## src/rtl/pipe_pkg.sv

```systemverilog
// Shared definitions for the pipelined CPU family.
//  - Default geometry for pipe_ctrl_n (stage count, payload width, counter width).
//  - Stage indices of the classic five-stage CPU (IF=0 .. WB=4).
//  - Standard flush masks for that CPU.
package pipe_pkg;

  localparam int unsigned NStageDef = 5;
  localparam int unsigned DwDef     = 64;
  localparam int unsigned CntWDef   = 32;

  localparam int unsigned CpuNStage = 5;

  typedef enum logic [2:0] {
    StIf  = 3'd0,
    StId  = 3'd1,
    StEx  = 3'd2,
    StMem = 3'd3,
    StWb  = 3'd4
  } cpu_stage_e;

  // One-hot mask bit for a stage of the five-stage CPU.
  function automatic logic [CpuNStage-1:0] stage_bit(cpu_stage_e s);
    return CpuNStage'(1) << s;
  endfunction

  localparam logic [CpuNStage-1:0] FlushNone = 5'b00000;
  localparam logic [CpuNStage-1:0] FlushAll  = 5'b11111;
  // syscall / eret: everything behind fetch is squashed, fetch refills from the new PC.
  localparam logic [CpuNStage-1:0] FlushExc  = 5'b11110;

endpackage

```

## src/rtl/pipe_slot.sv

```systemverilog
// One pipeline stage register: live-entry valid bit plus DW-bit payload.
// Update priority: reset, kill, then (when the stage can accept) the incoming handoff.
// Ports:
//   clk, resetn  clock and synchronous active-low reset
//   allow_in_i   stage can accept an entry this cycle
//   load_i       upstream hands an entry to this stage this cycle
//   kill_i       flush this stage
//   data_i       incoming payload
//   valid_o      stage holds a live entry
//   data_o       registered payload
module pipe_slot
  import pipe_pkg::*;
#(
  parameter int unsigned DW = DwDef
) (
  input  logic          clk,
  input  logic          resetn,
  input  logic          allow_in_i,
  input  logic          load_i,
  input  logic          kill_i,
  input  logic [DW-1:0] data_i,
  output logic          valid_o,
  output logic [DW-1:0] data_o
);

  logic          valid_q, valid_d;
  logic [DW-1:0] data_q, data_d;

  always_comb begin
    valid_d = valid_q;
    data_d  = data_q;
    if (kill_i) begin
      valid_d = 1'b0;
    end else if (allow_in_i) begin
      valid_d = load_i;
    end
    // A killed handoff never lands, so the payload only moves with a surviving load.
    if (load_i && !kill_i) begin
      data_d = data_i;
    end
  end

  always_ff @(posedge clk) begin
    if (!resetn) begin
      valid_q <= 1'b0;
      data_q  <= '0;
    end else begin
      valid_q <= valid_d;
      data_q  <= data_d;
    end
  end

  assign valid_o = valid_q;
  assign data_o  = data_q;

endmodule

```

## src/rtl/pipe_ctrl_n.sv

```systemverilog
// N-stage pipeline controller with inter-stage payload registers.
// Handshake: a stage fires when its entry is over and the next stage can accept;
// the last stage firing is a retire. cancel with flush_mask squashes selected stages.
// Build option: define PIPE_PERF_EN to compile in per-stage stall counters and a
// retire counter (saturating, cleared by perf_clr). Without it the counter outputs read 0.
// Ports:
//   clk, resetn       clock and synchronous active-low reset
//   in_valid/in_data  entry offered to stage 0; in_ready accepts it
//   stage_over        per-stage "finished current entry" from the datapaths
//   stage_data_next   payload stage i hands to stage i+1 (top slice unused)
//   cancel/flush_mask flush request and the stages it invalidates
//   stage_valid/stage_data/stage_allow_in/stage_fire  per-stage status and payload
//   ret_valid         last stage retires this cycle
//   perf_clr, stall_cnt, ret_cnt  performance counters
module pipe_ctrl_n
  import pipe_pkg::*;
#(
  parameter int unsigned NSTAGE = NStageDef,
  parameter int unsigned DW     = DwDef,
  parameter int unsigned CNT_W  = CntWDef
) (
  input  logic                    clk,
  input  logic                    resetn,
  input  logic                    in_valid,
  input  logic [DW-1:0]           in_data,
  output logic                    in_ready,
  input  logic [NSTAGE-1:0]       stage_over,
  input  logic [NSTAGE*DW-1:0]    stage_data_next,
  input  logic                    cancel,
  input  logic [NSTAGE-1:0]       flush_mask,
  output logic [NSTAGE-1:0]       stage_valid,
  output logic [NSTAGE*DW-1:0]    stage_data,
  output logic [NSTAGE-1:0]       stage_allow_in,
  output logic [NSTAGE-1:0]       stage_fire,
  output logic                    ret_valid,
  input  logic                    perf_clr,
  output logic [NSTAGE*CNT_W-1:0] stall_cnt,
  output logic [CNT_W-1:0]        ret_cnt
);

  logic [NSTAGE-1:0]         valid;
  logic [NSTAGE-1:0]         kill;
  logic [NSTAGE-1:0]         over_eff;
  logic [NSTAGE:0]           allow_c;
  logic [NSTAGE-1:0]         fire;
  logic [NSTAGE-1:0]         load;
  logic [NSTAGE-1:0][DW-1:0] slot_din;

  // The last stage's outgoing payload has nowhere to go.
  logic unused_data_next;
  assign unused_data_next = ^stage_data_next[NSTAGE*DW-1 -: DW];

  // Whole handshake in one block: allow_in ripples from the tail back to in_ready.
  always_comb begin
    kill     = {NSTAGE{cancel}} & flush_mask;
    over_eff = valid & stage_over & ~kill;
    allow_c  = '1;
    for (int i = int'(NSTAGE) - 1; i >= 0; i--) begin
      allow_c[i] = ~valid[i] | (over_eff[i] & allow_c[i+1]);
    end
    fire = over_eff & allow_c[NSTAGE:1];
    // A killed stage 0 may still take the offered entry; the slot then discards it.
    in_ready = allow_c[0] | kill[0];
    load[0]  = in_valid & in_ready;
    for (int i = 1; i < int'(NSTAGE); i++) begin
      load[i] = fire[i-1];
    end
    slot_din[0] = in_data;
    for (int i = 1; i < int'(NSTAGE); i++) begin
      slot_din[i] = stage_data_next[(i-1)*DW +: DW];
    end
  end

  for (genvar g = 0; g < NSTAGE; g++) begin : g_slot
    pipe_slot #(
      .DW(DW)
    ) u_slot (
      .clk       (clk),
      .resetn    (resetn),
      .allow_in_i(allow_c[g]),
      .load_i    (load[g]),
      .kill_i    (kill[g]),
      .data_i    (slot_din[g]),
      .valid_o   (valid[g]),
      .data_o    (stage_data[g*DW +: DW])
    );
  end

  assign stage_valid    = valid;
  assign stage_allow_in = allow_c[NSTAGE-1:0];
  assign stage_fire     = fire;
  assign ret_valid      = fire[NSTAGE-1];

`ifdef PIPE_PERF_EN
  logic [NSTAGE-1:0][CNT_W-1:0] stall_cnt_q, stall_cnt_d;
  logic [CNT_W-1:0]             ret_cnt_q, ret_cnt_d;

  always_comb begin
    stall_cnt_d = stall_cnt_q;
    ret_cnt_d   = ret_cnt_q;
    if (perf_clr) begin
      stall_cnt_d = '0;
      ret_cnt_d   = '0;
    end else begin
      for (int i = 0; i < int'(NSTAGE); i++) begin
        // Stalled: holding a live entry that neither moves on nor gets flushed.
        if (valid[i] && !fire[i] && !kill[i] && !(&stall_cnt_q[i])) begin
          stall_cnt_d[i] = stall_cnt_q[i] + CNT_W'(1);
        end
      end
      if (fire[NSTAGE-1] && !(&ret_cnt_q)) begin
        ret_cnt_d = ret_cnt_q + CNT_W'(1);
      end
    end
  end

  always_ff @(posedge clk) begin
    if (!resetn) begin
      stall_cnt_q <= '0;
      ret_cnt_q   <= '0;
    end else begin
      stall_cnt_q <= stall_cnt_d;
      ret_cnt_q   <= ret_cnt_d;
    end
  end

  assign stall_cnt = stall_cnt_q;
  assign ret_cnt   = ret_cnt_q;
`else
  logic unused_perf_clr;
  assign unused_perf_clr = perf_clr;
  assign stall_cnt       = '0;
  assign ret_cnt         = '0;
`endif

endmodule

```

## config.mk

```make
export PLATFORM = sky130hd
export DESIGN_NAME = pipe_ctrl_n
export DESIGN_NICKNAME = d
export VERILOG_FILES = /design/src/rtl/pipe_pkg.sv /design/src/rtl/pipe_slot.sv /design/src/rtl/pipe_ctrl_n.sv
export SDC_FILE = /design/constraint.sdc
export NUM_CORES = 1
export LEC_CHECK = 0
export BUFFER_PORTS_ARGS = -buffer_cell sky130_fd_sc_hd__buf_4
export CORE_AREA = 10 10 357 359
export DETAILED_ROUTE_END_ITERATION = 8
export DIE_AREA = 0 0 367 369
export PLACE_DENSITY = 0.38
export SETUP_SLACK_MARGIN = 0.15
export SLEW_MARGIN = 20
export SYNTH_ARGS = -nofsm -noshare
export SYNTH_HDL_FRONTEND = slang
export SYNTH_SLANG_ARGS = --single-unit
```

## constraint.sdc

```tcl
create_clock -name clk -period 5.2 [get_ports clk]
set_clock_uncertainty 0.2 [all_clocks]
set_input_delay 1.3 -clock clk [delete_from_list [all_inputs] [get_ports clk]]
set_output_delay 1.3 -clock clk [all_outputs]
set_load 0.05 [all_outputs]
```

After elaboration in Yosys (flattened, before gate mapping)
Cells that the tools add are included.

Output and inout port bits: 529. Bits in registers: 325. Logic and storage cells: 47. Input port bits: 399.

Bitwise logic cells: 22. Reductions and logical operators: 15.

Operator list (number): 5-bit bitwise AND (4); 2-bit OR reduction (5); 1-bit inverter (6); 1-bit OR (6); 1-bit bitwise AND (5); 1-bit logical AND (5); 1-bit logical NOT (5); 5-bit inverter (1).

Longest topological paths before layout
Word-level depth: 15. Gate-level depth with buffers: 9. Gate-level depth less buffers: 5.

Cells and area by module
From an unflattened synthesis, not the netlist that was laid out.

Cells, all modules: 1649. Area total of the unflattened synthesis: 15087.0 um^2.

By module, submodules not included: pipe_slot (cells each 281, area an instance 2667.6 um^2, seq. area each 1301.2 um^2, times used 5); pipe_ctrl_n (cells each 244, area an instance 1749.2 um^2, seq. area each 0.0 um^2, times used 1).

Worst setup path after synthesis
No wires, ideal clock.

Path type: in2out. Start: input cancel. End: output stage_fire[4]. Slack: 1.106 ns. Arrival: 2.594 ns. Buffers on the path: 2. Stages on the path: 5. Required time: 3.700 ns. Cells stage by stage: buf_6 nand2_1 nand2_1 nor2_1 buf_4.

Longest elaborated chain between the ends: 4.

Ends and longest elaborated chain: from (decl) (line pipe_ctrl_n.sv:29) `input logic cancel,`; 5-bit bitwise AND (line pipe_ctrl_n.sv:55) `kill = {NSTAGE{cancel}} & flush_mask;`; 5-bit inverter (line pipe_ctrl_n.sv:56) `over_eff = valid & stage_over & ~kill;`; 5-bit bitwise AND (line pipe_ctrl_n.sv:56); 5-bit bitwise AND (line pipe_ctrl_n.sv:61) `fire = over_eff & allow_c[NSTAGE:1];`; to (decl) (line pipe_ctrl_n.sv:34) `output logic [NSTAGE-1:0] stage_fire,`.

No other way between the ends.

Worst setup path after layout
Start: input cancel. End: output stage_allow_in[0].

Longest elaborated chain between the ends: 12.

Ends and longest elaborated chain: 5-bit bitwise AND (*) (line pipe_ctrl_n.sv:55); 5-bit inverter (*) (line pipe_ctrl_n.sv:56); 5-bit bitwise AND (*) (line pipe_ctrl_n.sv:56); 1-bit OR (line pipe_ctrl_n.sv:59) `allow_c[i] = ~valid[i] | (over_eff[i] & allow_c[i+1]);`; 1-bit bitwise AND (line pipe_ctrl_n.sv:59); 1-bit OR (line pipe_ctrl_n.sv:59); 1-bit bitwise AND (line pipe_ctrl_n.sv:59); 1-bit OR (line pipe_ctrl_n.sv:59); 1-bit bitwise AND (line pipe_ctrl_n.sv:59); 1-bit OR (line pipe_ctrl_n.sv:59); 1-bit bitwise AND (*) (line pipe_ctrl_n.sv:59); 1-bit OR (*) (line pipe_ctrl_n.sv:59); to (decl) (line pipe_ctrl_n.sv:33) `output logic [NSTAGE-1:0] stage_allow_in,`.

Mark *: on every way between the ends. The rest lies on a longest branch, timed or not.

==> impl_metrics.yaml <==
route:
  viasPerCell: 3.20
  drc: 0
  wirelength_um: 64600
  final_antenna_net_count: 0
  via_count: 12566
  drt_iter0_markers: 578
  dr.pass1.iters: 5
  wire_per_inst_um: 16.4
floorplanning:
  die-area_mm2: 0.135
  ios: 928
  start_util_pct: 11.7
  rows: 127
  die_y_um: 369
  coreArea_mm2: 0.120
  die-width_um: 367
critical_path:
  crit_path_start_kind: "primary input"
  max_stage_delay_ps: 780
  crit_top_cell: "buf_4"
  critPathMaxFanout: 8
  critPathArrivalTime_ps: 3370
  worst_ep_required_time_ps: 3700
  crit_chain: "buf_4, a21boi_4, o22ai_1, o31ai_1, nor2b_1, nand2b_1, buf_4"
  end_kind: "primary output"
  rr_worst_depth: 7
  worstReg2RegEnd: "g_slot[1].u_slot.data_o[60]"
  r2r_slack_ps: 2480
  cp_slowest_cell: "o31ai_1"
  critical_path_class: "primary input to primary output"
  r2r-start: "g_slot[3].u_slot.valid_o"
timing:
  rsz0062_at_grt: "no"
  hold_viol_final: 0
  final-setup-viol-count: 0
  maxSlewHeadroom_pct: 38.6
  min_period_ps: 4870
  period_share_pct: 93.6
  finalSetupTns_ps: 0
  fmax_ghz: 0.205
  worst_pin_slew_ps: 921
  slew_viol_final: 0
global_route:
  grt_pass1_vias: 12894
  grt_max_degree: 129
  overflow: 0
  grt_first_pass_wirelength_um: 91200
  grt_use_total_pct: 8.92
  antenna_found_initial: 3
cells_and_area:
  multi_input_area_mm2: 0.00609
  drive_above_1_share_pct: 33.3
  regArea_mm2: 0.00651
  final_area_mm2: 0.0214
  fillCellCount: 13718
  final_cell_mix: "buf_4 (691), nand2_1 (528), dfxtp_1 (325)"
  synthToLayoutAreaGrowth_pct: 51.9
  final_common_cell: "buf_4"
  nets: 2682
placement:
  gp_congestion: 0.740
  placed_cell_area_mm2: 0.0200
  place_hpwl_um: 50800
  port_buffers: 670
clock_network:
  cts_root_buffer: "clkbuf_16"
  cts.htree.levels: 2
  cts_setup_buffers: 0
  holdBufCountCts: 0
  cts_buffer_depth: 3
  clk_pin_slew_worst_paths_ps: 60
  cts.repair.resized: 0
  numCtsBuffers: 42
  clock_latency_ps: 590
  cts_sinks: 325
  cts_tree: "yes"
synthesis:
  yosysSeqAreaShare_pct: 46.3
  syn_area_mm2: 0.0141
  synth_flop_cell: "dfxtp_1"
  async_flop_share_pct: 0
  ys_ff_latch: 325
  syn_area_per_cell_um2: 8.40
  synth_edf_count: 0
  synth.distinct_cells: 34
  ys_warn_count: 0
  syn_inst: 1674
run_status:
  outcome: "completed"
hold_path:
  hp-start: "g_slot[1].u_slot.data_o[62]"
  hold_path.class: "flop to flop"
  hold_end: "g_slot[1].u_slot.data_o[62]"
  hold_depth: 2
power:
  p_leak_nw: 8.97
  peakVddDrop_uv: 172
  power_density_mw_per_mm2: 302
run:
  drv_cap: 0
critical path: cells and delay by family:
kind | cells | cell delay (ps)
AOI/OAI and AO/OA | 3 | 1290
and+or+nand+nor | 2 | 370
buffers and inverters | 2 | 380
area by class of cell:
class | instances | share of cell area (%)
sequential | 325 | 30.5
multi-input combinational | 1204 | 28.5
timing repair buffer | 702 | 25.3
tap | 1612 | 9.44
clock buffer | 64 | 5.64
clock inverter | 9 | 0.480
inverter | 8 | 0.141
antenna | 2 | 0.0234
how the worst max path moves through the flow:
stage,start,endpoint,slack [ps],depth (start not counted)
CTS,cancel,stage_allow_in[0],310,7
floorplan,cancel,stage_fire[4],1110,5
global placement,cancel,stage_allow_in[0],330,7
finish,cancel,stage_allow_in[0],330,7
global route,cancel,stage_allow_in[0],190,7
detailed placement,cancel,stage_allow_in[0],340,7
sequential cells by signal (all words and copies together), names as in the netlist:
name	cells
g_slot.u_slot.data_o	320
g_slot.u_slot.valid_o	5
stage by stage:
step | hold slack (ps) | setup slack [ps] | util, % | power (mW) | std cells
2_1_floorplan | 289 | 1110 | - | 3.38 | 1865
3_3_place_gp | 239 | 329 | 16.7 | 3.63 | 3851
3_5_place_dp | 244 | 345 | 16.7 | 3.63 | 3851
4_1_cts | 252 | 313 | 17.8 | 6.64 | 3924
5_1_grt | 270 | 191 | 17.8 | 6.78 | 3925
6_report | 249 | 331 | 17.8 | 6.46 | 3926
per-layer routing:
layer  track usage, %  vias up  routed length [um]
met3             3.85       69                6310
met5                0        -                  13
li1                 -     6281                   -
met2             15.5      480               31900
met4             2.64        2                1410
met1             9.80     5734               24900
Yosys cell counts (2+ instances only):
| master | n | area share, % |
|---|---|---|
| nand2_1 | 529 | 14 |
| dfxtp_1 | 325 | 46 |
| buf_4 | 212 | 11 |
| nand3_1 | 132 | 4.7 |
| mux2i_1 | 128 | 9.1 |
| o21ai_0 | 122 | 4.3 |
| clkbuf_1 | 88 | 2.3 |
| a21boi_0 | 65 | 3.5 |
| buf_2 | 9 | 0.32 |
| o21ai_1 | 9 | 0.32 |
| buf_6 | 8 | 0.64 |
| inv_1 | 8 | 0.21 |
| buf_12 | 6 | 0.85 |
| buf_1 | 5 | 0.13 |
| a21oi_1 | 4 | 0.14 |
| nor2_1 | 3 | 0.080 |
| a21boi_4 | 2 | 0.27 |
| nor2b_1 | 2 | 0.089 |
| o32ai_2 | 2 | 0.23 |
kinds of logic after synthesis:
logic type | synth area share (%)
muxes | 9.11
and+or+nand+nor | 19.3
DFF | 46.3
AOI/OAI and AO/OA | 9.46
other | 0.0267
buffers and inverters | 15.8
power breakdown:
| part | internal (mW) | switching, mW |
|---|---|---|
| clock | 1.69 | 1.20 |
| sequential | 2.54 | 0.0266 |
| combinational | 0.297 | 0.708 |
No activity file was read; power rests on OpenSTA's default activity.
